===== config.mk =====
export PLATFORM = sky130hd
export DESIGN_NAME = run_cycle_ctrl_flat
export DESIGN_NICKNAME = d
export VERILOG_FILES = /design/src/rtl/run_cycle_ctrl_pkg.sv /design/src/rtl/run_cycle_ctrl_if.sv /design/src/rtl/run_cycle_ctrl_sync_edge.sv /design/src/rtl/run_cycle_ctrl.sv /design/src/flat_wrapper.sv
export SDC_FILE = /design/constraint.sdc
export NUM_CORES = 1
export LEC_CHECK = 0
export BUFFER_PORTS_ARGS = -buffer_cell sky130_fd_sc_hd__buf_2
export CAP_MARGIN = 40
export CORE_MARGIN = 2
export CORE_UTILIZATION = 50
export DETAILED_ROUTE_END_ITERATION = 10
export PLACE_DENSITY_LB_ADDON = 0.15
export SKIP_CTS_REPAIR_TIMING = 1
export SLEW_MARGIN = 20
export SYNTH_ARGS = -nofsm -noshare
export SYNTH_HDL_FRONTEND = slang
export SYNTH_SLANG_ARGS = --single-unit

===== constraint.sdc =====
create_clock -name clk -period 3.74 [get_ports clk]
set_input_delay 0.748 -clock clk [delete_from_list [all_inputs] [get_ports clk]]
set_output_delay 0.748 -clock clk [all_outputs]
set_load 0.1 [all_outputs]

===== src/rtl/run_cycle_ctrl_pkg.sv =====
// rtl/run_cycle_ctrl_pkg.sv - shared types and constants for the run/cycle controller
package run_cycle_ctrl_pkg;

  typedef enum logic [2:0] {
    ST_IDLE,
    ST_CLR,
    ST_RUN,
    ST_STEP,
    ST_DONE
  } state_t;

  localparam logic [1:0] MODE_FREE  = 2'b00;
  localparam logic [1:0] MODE_STEP  = 2'b01;
  localparam logic [1:0] MODE_BOUND = 2'b10;

endpackage


===== src/rtl/run_cycle_ctrl_if.sv =====
// rtl/run_cycle_ctrl_if.sv - controller-to-core handshake (enable, reset, completion)
interface run_cycle_ctrl_if;

  logic core_en;
  logic core_rstn;
  logic core_done;

  modport master (output core_en, output core_rstn, input core_done);
  modport slave  (input core_en, input core_rstn, output core_done);

endinterface


===== src/rtl/run_cycle_ctrl_sync_edge.sv =====
// rtl/run_cycle_ctrl_sync_edge.sv - multi-flop synchroniser with rising-edge pulse
module sync_edge #(
  parameter int STAGES = 2
) (
  input  logic clk,
  input  logic rstn,
  input  logic d,
  output logic pulse
);

  logic [STAGES-1:0] sync_q;
  logic              last_q;

  // Shift the async level through the synchroniser and remember the last synced value.
  always_ff @(posedge clk or negedge rstn) begin
    if (!rstn) begin
      sync_q <= '0;
      last_q <= 1'b0;
    end else begin
      sync_q <= {sync_q[STAGES-2:0], d};
      last_q <= sync_q[STAGES-1];
    end
  end

  // Both operands are flops, so the pulse is clean; a held level yields a single pulse.
  assign pulse = sync_q[STAGES-1] & ~last_q;

endmodule


===== src/rtl/run_cycle_ctrl.sv =====
// rtl/run_cycle_ctrl.sv - run controller FSM, saturating cycle counter and sticky status
module run_cycle_ctrl
  import run_cycle_ctrl_pkg::*;
#(
  parameter int CNT_W       = 16,
  parameter int SYNC_STAGES = 2
) (
  input  logic                 clk,
  input  logic                 rstn,
  input  logic                 run,
  input  logic [1:0]           mode,
  input  logic [CNT_W-1:0]     limit,
  run_cycle_ctrl_if.master     core,
  output logic                 busy,
  output logic                 done,
  output logic [CNT_W-1:0]     cycles,
  output logic                 ovf,
  output logic                 timeout
);

  localparam logic [CNT_W-1:0] CNT_MAX = '1;

  state_t           state, state_d;
  logic             run_pulse;
  logic [1:0]       mode_q;
  logic [CNT_W-1:0] limit_q;
  logic             step_en, step_en_d;
  logic             active, hit_limit, finish;
  logic [CNT_W-1:0] cnt_inc;
  logic             core_en_d, core_rstn_d, busy_d, done_d;

  sync_edge #(.STAGES(SYNC_STAGES)) u_sync (
    .clk   (clk),
    .rstn  (rstn),
    .d     (run),
    .pulse (run_pulse)
  );

  // Per-cycle counting terms: which cycles the core is enabled and what they would count to.
  always_comb begin
    active    = (state == ST_RUN) || ((state == ST_STEP) && step_en);
    cnt_inc   = (cycles == CNT_MAX) ? cycles : cycles + CNT_W'(1);
    hit_limit = (mode_q == MODE_BOUND) && (limit_q != '0) && (cnt_inc == limit_q);
    finish    = active && (core.core_done || hit_limit);
  end

  // State register, plus the one-cycle step enable that belongs with it.
  always_ff @(posedge clk or negedge rstn) begin
    if (!rstn) begin
      state   <= ST_IDLE;
      step_en <= 1'b0;
    end else begin
      state   <= state_d;
      step_en <= step_en_d;
    end
  end

  // Next-state logic; CLR looks at the live mode because it is being latched on this same edge.
  always_comb begin
    state_d   = state;
    step_en_d = 1'b0;
    case (state)
      ST_IDLE: if (run_pulse) state_d = ST_CLR;
      ST_CLR:  state_d = (mode == MODE_STEP) ? ST_STEP : ST_RUN;
      ST_RUN:  if (finish) state_d = ST_DONE;
      ST_STEP: begin
        if (finish) state_d = ST_DONE;
        else if (!step_en && run_pulse) step_en_d = 1'b1;
      end
      ST_DONE: if (run_pulse) state_d = ST_CLR;
      default: state_d = ST_IDLE;
    endcase
  end

  // Output decode from the upcoming state so the outputs can be registered without lag.
  always_comb begin
    core_en_d   = (state_d == ST_RUN) || step_en_d;
    core_rstn_d = (state_d != ST_CLR);
    busy_d      = (state_d == ST_CLR) || (state_d == ST_RUN) || (state_d == ST_STEP);
    done_d      = (state_d == ST_DONE);
  end

  // Output registers; the reset values hold the core in reset until IDLE is reached.
  always_ff @(posedge clk or negedge rstn) begin
    if (!rstn) begin
      core.core_en   <= 1'b0;
      core.core_rstn <= 1'b0;
      busy           <= 1'b0;
      done           <= 1'b0;
    end else begin
      core.core_en   <= core_en_d;
      core.core_rstn <= core_rstn_d;
      busy           <= busy_d;
      done           <= done_d;
    end
  end

  // Run configuration latch, saturating counter and sticky overflow/timeout flags.
  always_ff @(posedge clk or negedge rstn) begin
    if (!rstn) begin
      mode_q  <= MODE_FREE;
      limit_q <= '0;
      cycles  <= '0;
      ovf     <= 1'b0;
      timeout <= 1'b0;
    end else begin
      if (state == ST_CLR) begin
        mode_q  <= mode;
        limit_q <= limit;
      end
      if (state_d == ST_CLR) begin
        cycles  <= '0;
        ovf     <= 1'b0;
        timeout <= 1'b0;
      end else if (active) begin
        cycles <= cnt_inc;
        if (cnt_inc == CNT_MAX) ovf <= 1'b1;
        if (hit_limit && !core.core_done) timeout <= 1'b1;
      end
    end
  end

endmodule


===== src/flat_wrapper.sv =====
// flat-port wrapper written by rule: the top's interface ports become plain ports
module run_cycle_ctrl_flat import run_cycle_ctrl_pkg::*;
#(
  parameter int CNT_W       = 16,
  parameter int SYNC_STAGES = 2
)
  (clk, rstn, run, mode, limit, busy, done, cycles, ovf, timeout, core_core_en, core_core_rstn, core_core_done);
  run_cycle_ctrl_if core_i ();
  input  logic clk;
  input  logic rstn;
  input  logic run;
  input  logic [1:0] mode;
  input  logic [CNT_W-1:0] limit;
  output logic busy;
  output logic done;
  output logic [CNT_W-1:0] cycles;
  output logic ovf;
  output logic timeout;
  output wire logic [$bits(core_i.core_en)-1:0] core_core_en;
  output wire logic [$bits(core_i.core_rstn)-1:0] core_core_rstn;
  input wire logic [$bits(core_i.core_done)-1:0] core_core_done;
  assign core_core_en = core_i.core_en;
  assign core_core_rstn = core_i.core_rstn;
  assign core_i.core_done = core_core_done;
  run_cycle_ctrl #(.CNT_W(CNT_W), .SYNC_STAGES(SYNC_STAGES)) u_core (.clk(clk), .rstn(rstn), .run(run), .mode(mode), .limit(limit), .core(core_i), .busy(busy), .done(done), .cycles(cycles), .ovf(ovf), .timeout(timeout));
endmodule

# Word level (Yosys, flattened, before mapping)
# Cells that the tools add are included.
# totals
in_bits	22
ram_bits	0
rom_bits	0
latchBits	0
output_inout_bits	22
elab_cells	68
mem_count	0
reg_bits	47
# classes
reduce_logical	22
multipliers	0
eq_ne	14
n_bitwise	2
addsub	1
n_shift	0
div_mod_pow	0
order_cmp	0
n_mux	16
# op_table
op	count
16-bit 2-to-1 mux	3
16-bit == test, second input constant	2
16-bit by 1-bit adder with 16-bit output, second input constant	1
16-bit == test	1
16-bit nonzero test	1
3-bit by 2-bit == test with 1-bit output, second input constant	4
1-bit 2-to-1 mux	10
3-bit case mux with 3 select lines	1
3-bit by 1-bit == test with 1-bit output, second input constant	2
3-bit == test, second input constant	2
1-bit logical AND	6
3-bit 2-to-1 mux	2
2-bit nonzero test	3
1-bit logical OR	5
2-bit AND reduction	2
2-bit OR reduction	2
3-bit logical NOT	1
3-bit by 1-bit != test with 1-bit output, second input constant	1
2-bit by 1-bit == test with 1-bit output, second input constant	1
2-bit == test, second input constant	1
1-bit logical NOT	2
1-bit bitwise AND	1
1-bit NOT	1

# Longest topological paths before layout
# logic_depth
ltp_word	11
depth_mapped	11
ltp_nobuf	9

# Hierarchy
# Synthesis repeated with hierarchy kept, for this count alone.
# hier_totals
hier_cells	311
hier_area_um2	2902.8
# modules_own_cells
mod	area_each_um2	n_inst	seq_area_each_um2	cells_per_inst
run_cycle_ctrl	2813.9	1	1101.1	307
sync_edge	88.8	1	75.1	4

# Worst setup path before layout
# Ideal clock, no wire load.
# synth_path
path_kind	register to register
from	register u_core.cycles[1]
to	register u_core.done
setup_ns	0.078
synth_period_minus_slack_ns	3.439
t_arrival_ns	3.361
path_slack_ns	0.301
path_stages_with_launch	11
required_time_ns	3.662
path_buffers	1
cell_sequence	dfrtp_1 -> ha_1 -> buf_2 -> nand4_4 -> or4_4 -> a21oi_2 -> xor2_1 -> a2111oi_1 -> and4_4 -> a221o_2 -> a21boi_1
# synth_via
elab_chain_len	9
elab_cells_between_ends	10
classes_between	add/sub: 1; eq/ne: 3; mux: 3; reduce/logical: 3
# synth_rtl
element	line	text
from (decl)	run_cycle_ctrl.sv:16	output logic [CNT_W-1:0] cycles,
from (signal assigned)	run_cycle_ctrl.sv:116	cycles <= cnt_inc;
16-bit by 1-bit adder with 16-bit output / 16-bit == test (equally long branches)	run_cycle_ctrl.sv:42	cnt_inc = (cycles == CNT_MAX) ? cycles : cycles + CNT_W'(1);
16-bit 2-to-1 mux (*)	run_cycle_ctrl.sv:42	
16-bit == test (*)	run_cycle_ctrl.sv:43	hit_limit = (mode_q == MODE_BOUND) && (limit_q != '0) && (cnt_inc == limit_q);
1-bit logical AND (*)	run_cycle_ctrl.sv:43	
1-bit logical OR (*)	run_cycle_ctrl.sv:44	finish = active && (core.core_done || hit_limit);
1-bit logical AND (*)	run_cycle_ctrl.sv:44	
3-bit 2-to-1 mux (*)	run_cycle_ctrl.sv:65, run_cycle_ctrl.sv:67	
3-bit case mux with 3 select lines (*)	run_cycle_ctrl.sv:62	case (state)
3-bit == test (*)	run_cycle_ctrl.sv:80	done_d = (state_d == ST_DONE);
named net u_core.done_d	run_cycle_ctrl.sv:30	logic core_en_d, core_rstn_d, busy_d, done_d;
to (signal assigned)	run_cycle_ctrl.sv:94	done <= done_d;
to (decl)	run_cycle_ctrl.sv:15	output logic done,
# The timed path passes the listed nets; every way through them passes the cells marked *.
# A chain may end at the register's enable or synchronous reset.

# Worst setup path after layout
# Ends and elaborated chain as after synthesis.

==> metrics.md <==
| Metric | Value |
|---|---|
| Status | finished clean |
| Crit path max-delay family | simple AND/OR/NAND/NOR gates |
| Dpl hpwl | a little under 6000 um |
| Die ar. | ~6500 um^2 |
| CP Class | register to register |
| Layout Skew | 9.05 ps |
| Largest net degree at the start of global routing | 33 |
| Hold crit path type | primary input to asynchronous set/reset pin |
| Post-synthesis cell area | between 2000 and 3000 um^2 |
| Synth top area cells | dfrtp_1 (40%), mux2_2 (5.8%), nor2_1 (3.8%), xnor2_1 (3.0%), xor2_1 (3.0%) |
| Netlist cell types | 65 |
| Sequential area share after synthesis | 0.401 |
| Reg clk slew, reported paths | approximately 90 ps |
| Final setup violation count | 0 |
| Design area | 3270 um^2 |
| Die Y | approximately 81 um |
| Fin. max-slew vios | 0 |
| Pwr Total | 2.28 mW |
| Residual DRC | 0 |
| Crit path max fanout | 9 |
| Total CTS buffers | 5 |
| Fmax | 302 MHz |
| Worst Path Required | 3970 ps |
| Tcrit/Tclk final | 0.884 |
| Synth Register Bits | 47 |
| Setup TNS | 0 ps |
| Vias in the first global route | around 2.4k |
| Cells along the critical path | ha_1, nand4_4, a2111oi_2, or3_1, nand4_1, or4_1, nor4_2, a221o_2, a21boi_1 |
| Post-Route WL | around 7900 um |
| First-iteration detailed-routing DRC count | 295 |
| Post-DR wirelength/cell | roughly 19 um |
| Synth Instances | 311 |
| Most frequently used cell type in the post-synthesis netlist | dfrtp_1 |
| Core area | between 5000 and 6000 um^2 |
| Largest stage delay, worst path | between 500 and 600 ps |
| Crit path capture type | register |
| Met2 GRT Util | 0.393 |
| Predominant post-synthesis flop cell | dfrtp_1 |
| Vias per cell | 6.20 |
| Peak VDD IR | 397 uV |
| Final min period | ~3300 ps |
| CTS tree | built |
| DIE WIDTH | 80.6 um |
| Fraction of registers with async set/reset | 1.00 |
| Synth Warn # | 0 |
| GR peak layer | met2 |
| Syn Area/Cell | 9.44 um^2 |
| GR Util met1 | 0.385 |
| DR vias | 2593 |
| Met3 usage | 0.0427 |
| Crit path arrival time | 3540 ps |
| RSZ-0062 raised after global routing | false |
| Synth area leader | dfrtp_1 |
| Antenna-violating nets left | 0 |
| Syn nets | 334 |
| EDFF count, synth | 0 |
| Area post-placement | 3180 um^2 |
| P&R area growth vs syn | 11.5% |
| Share of cells above drive strength 1 | 0.257 |
| Maxcap violations | 0 |
| Longest Clk Path Bufs | 2 |
| Antenna diode count | 0 |
| Filler cells | 510 |
| Static leakage | between 1 and 1.5 nW |
| Slowest stage cell, crit path | a2111oi_2 |
| GPL Wtd Cong | 1.04 |
| FP Rows | 27 |
| Dpl ws | 477 ps |
| First-pass DRT Iterations | 5 |
| CTS root buf | clkbuf_8 |
| Port buffer count | 43 |
| H-tree levels | 2 |
| Synth top area share | 0.401 |
| Buffers and inverters on the worst path | 0 |
| Max_slew headroom | 0.582 |
| # IOs | 44 |
| Pwr per Cell Area | 696 nW/um^2 |
| Initial antenna violation count | 0 |
| Final Hold Fails | 0 |
| Final nets | 368 |
| CTS Sinks | 47 |
| GRT overflow | 0 |
| Final worst setup slack | 434 ps |
| Startpoint Class | register |
| Global-route usage over all layers | 0.262 |
| Worst-Margin Slew | 625 ps |
| First-pass GRT wire length | 12700 um |
| Commonest cells post-synth | dfrtp_1 (47), nor2_1 (30), nand2_1 (21) |
| Initial Util | 0.527 |
| Worst-Skew Late Latency | approximately 300 ps |
final timing paths:
check	slack, ps	start	end	cells past startpoint
max	430	u_core.cycles[1]$_DFFE_PN0P_	u_core.done$_DFF_PN0_	9
min	350	rstn	u_core.cycles[13]$_DFFE_PN0P_	1
max reg2reg	430	u_core.cycles[1]$_DFFE_PN0P_	u_core.done$_DFF_PN0_	9
min reg2reg	360	u_core.u_sync.sync_q[0]$_DFF_PN0_	u_core.u_sync.sync_q[1]$_DFF_PN0_	0
max in group asynchronous	2880	rstn	u_core.limit_q[0]$_DFFE_PN0N_	2
min in group clk	360	u_core.u_sync.sync_q[0]$_DFF_PN0_	u_core.u_sync.sync_q[1]$_DFF_PN0_	0
per-stage QoR:
stage	cells	hold slack, ps	util
6_report	418	355	0.587
5_1_grt	418	371	0.587
4_1_cts	418	367	0.587
3_5_place_dp	410	346	0.570
3_3_place_gp	409	336	0.567
2_1_floorplan	311	331	-
registers in the layout, indices dropped and copies added (netlist names):
| signal | cells |
|---|---|
| u_core.u_sync.last_q | 1 |
| u_core.busy | 1 |
| u_core.step_en | 1 |
| u_core.u_sync.sync_q | 2 |
| u_core.done | 1 |
| u_core.core.core_en | 1 |
| u_core.timeout | 1 |
| u_core.limit_q | 16 |
| u_core.mode_q | 2 |
| u_core.cycles | 16 |
| u_core.ovf | 1 |
| u_core.core.core_rstn | 1 |
| u_core.state | 3 |
placed cells by master, fill, tap and decap left out, types with 6 or more instances in the layout:
master | synthesis | routed
a21oi_1 | 13 | 13
nor2_1 | 30 | 30
nand3_1 | 11 | 11
nand4_1 | 9 | 9
xor2_1 | 10 | 10
nor3_1 | 9 | 8
clkbuf_8 | 0 | 6
nand2_1 | 21 | 21
mux2_2 | 15 | 15
dfrtp_1 | 47 | 47
o21ai_0 | 16 | 16
xnor2_1 | 10 | 10
buf_2 | 8 | 43
a31oi_1 | 6 | 6
inv_1 | 10 | 10
mux2i_1 | 6 | 6
and3_1 | 6 | 6
kinds of logic after synthesis:
| family | synth area share |
|---|---|
| and+or+nand+nor | 0.251 |
| AOI/OAI and AO/OA | 0.155 |
| DFF | 0.401 |
| buffers and inverters | 0.0520 |
| muxes | 0.0780 |
| xor gates and xnor gates | 0.0596 |
| adders and majority gates | 0.00426 |
per-layer routing:
layer / part of all wire / up-vias
met1: 0.44 / 1233
li1: - / 1214
met3: 0.078 / 12
met5: 0 / -
met2: 0.46 / 134
met4: 0.017 / 0
where the power goes:
| group | internal [mW] | switching (mW) | total, mW |
|---|---|---|---|
| Combinational | 0.363 | 0.686 | 1.05 |
| Sequential | 0.665 | 0.239 | 0.904 |
| Clock | 0.152 | 0.174 | 0.326 |
worst reg2reg max path: cells and delay by family (launching register included):
family          cells  cell delay [ps]
simple gates        5             1280
flops               1              500
fa+ha+maj           1              460
compound gates      3             1010
cell type report:
cell class,instances,area [um^2],area share
clock inverters,1,8.76,0.00267
flip-flops and latches,47,1180,0.359
inverters,10,37.5,0.0115
clock buffers,7,86.3,0.0264
repair buffers,47,258,0.0787
well taps,72,90.1,0.0275
multi-input cells,234,1620,0.494
No activity file was read; power rests on OpenSTA's default activity.
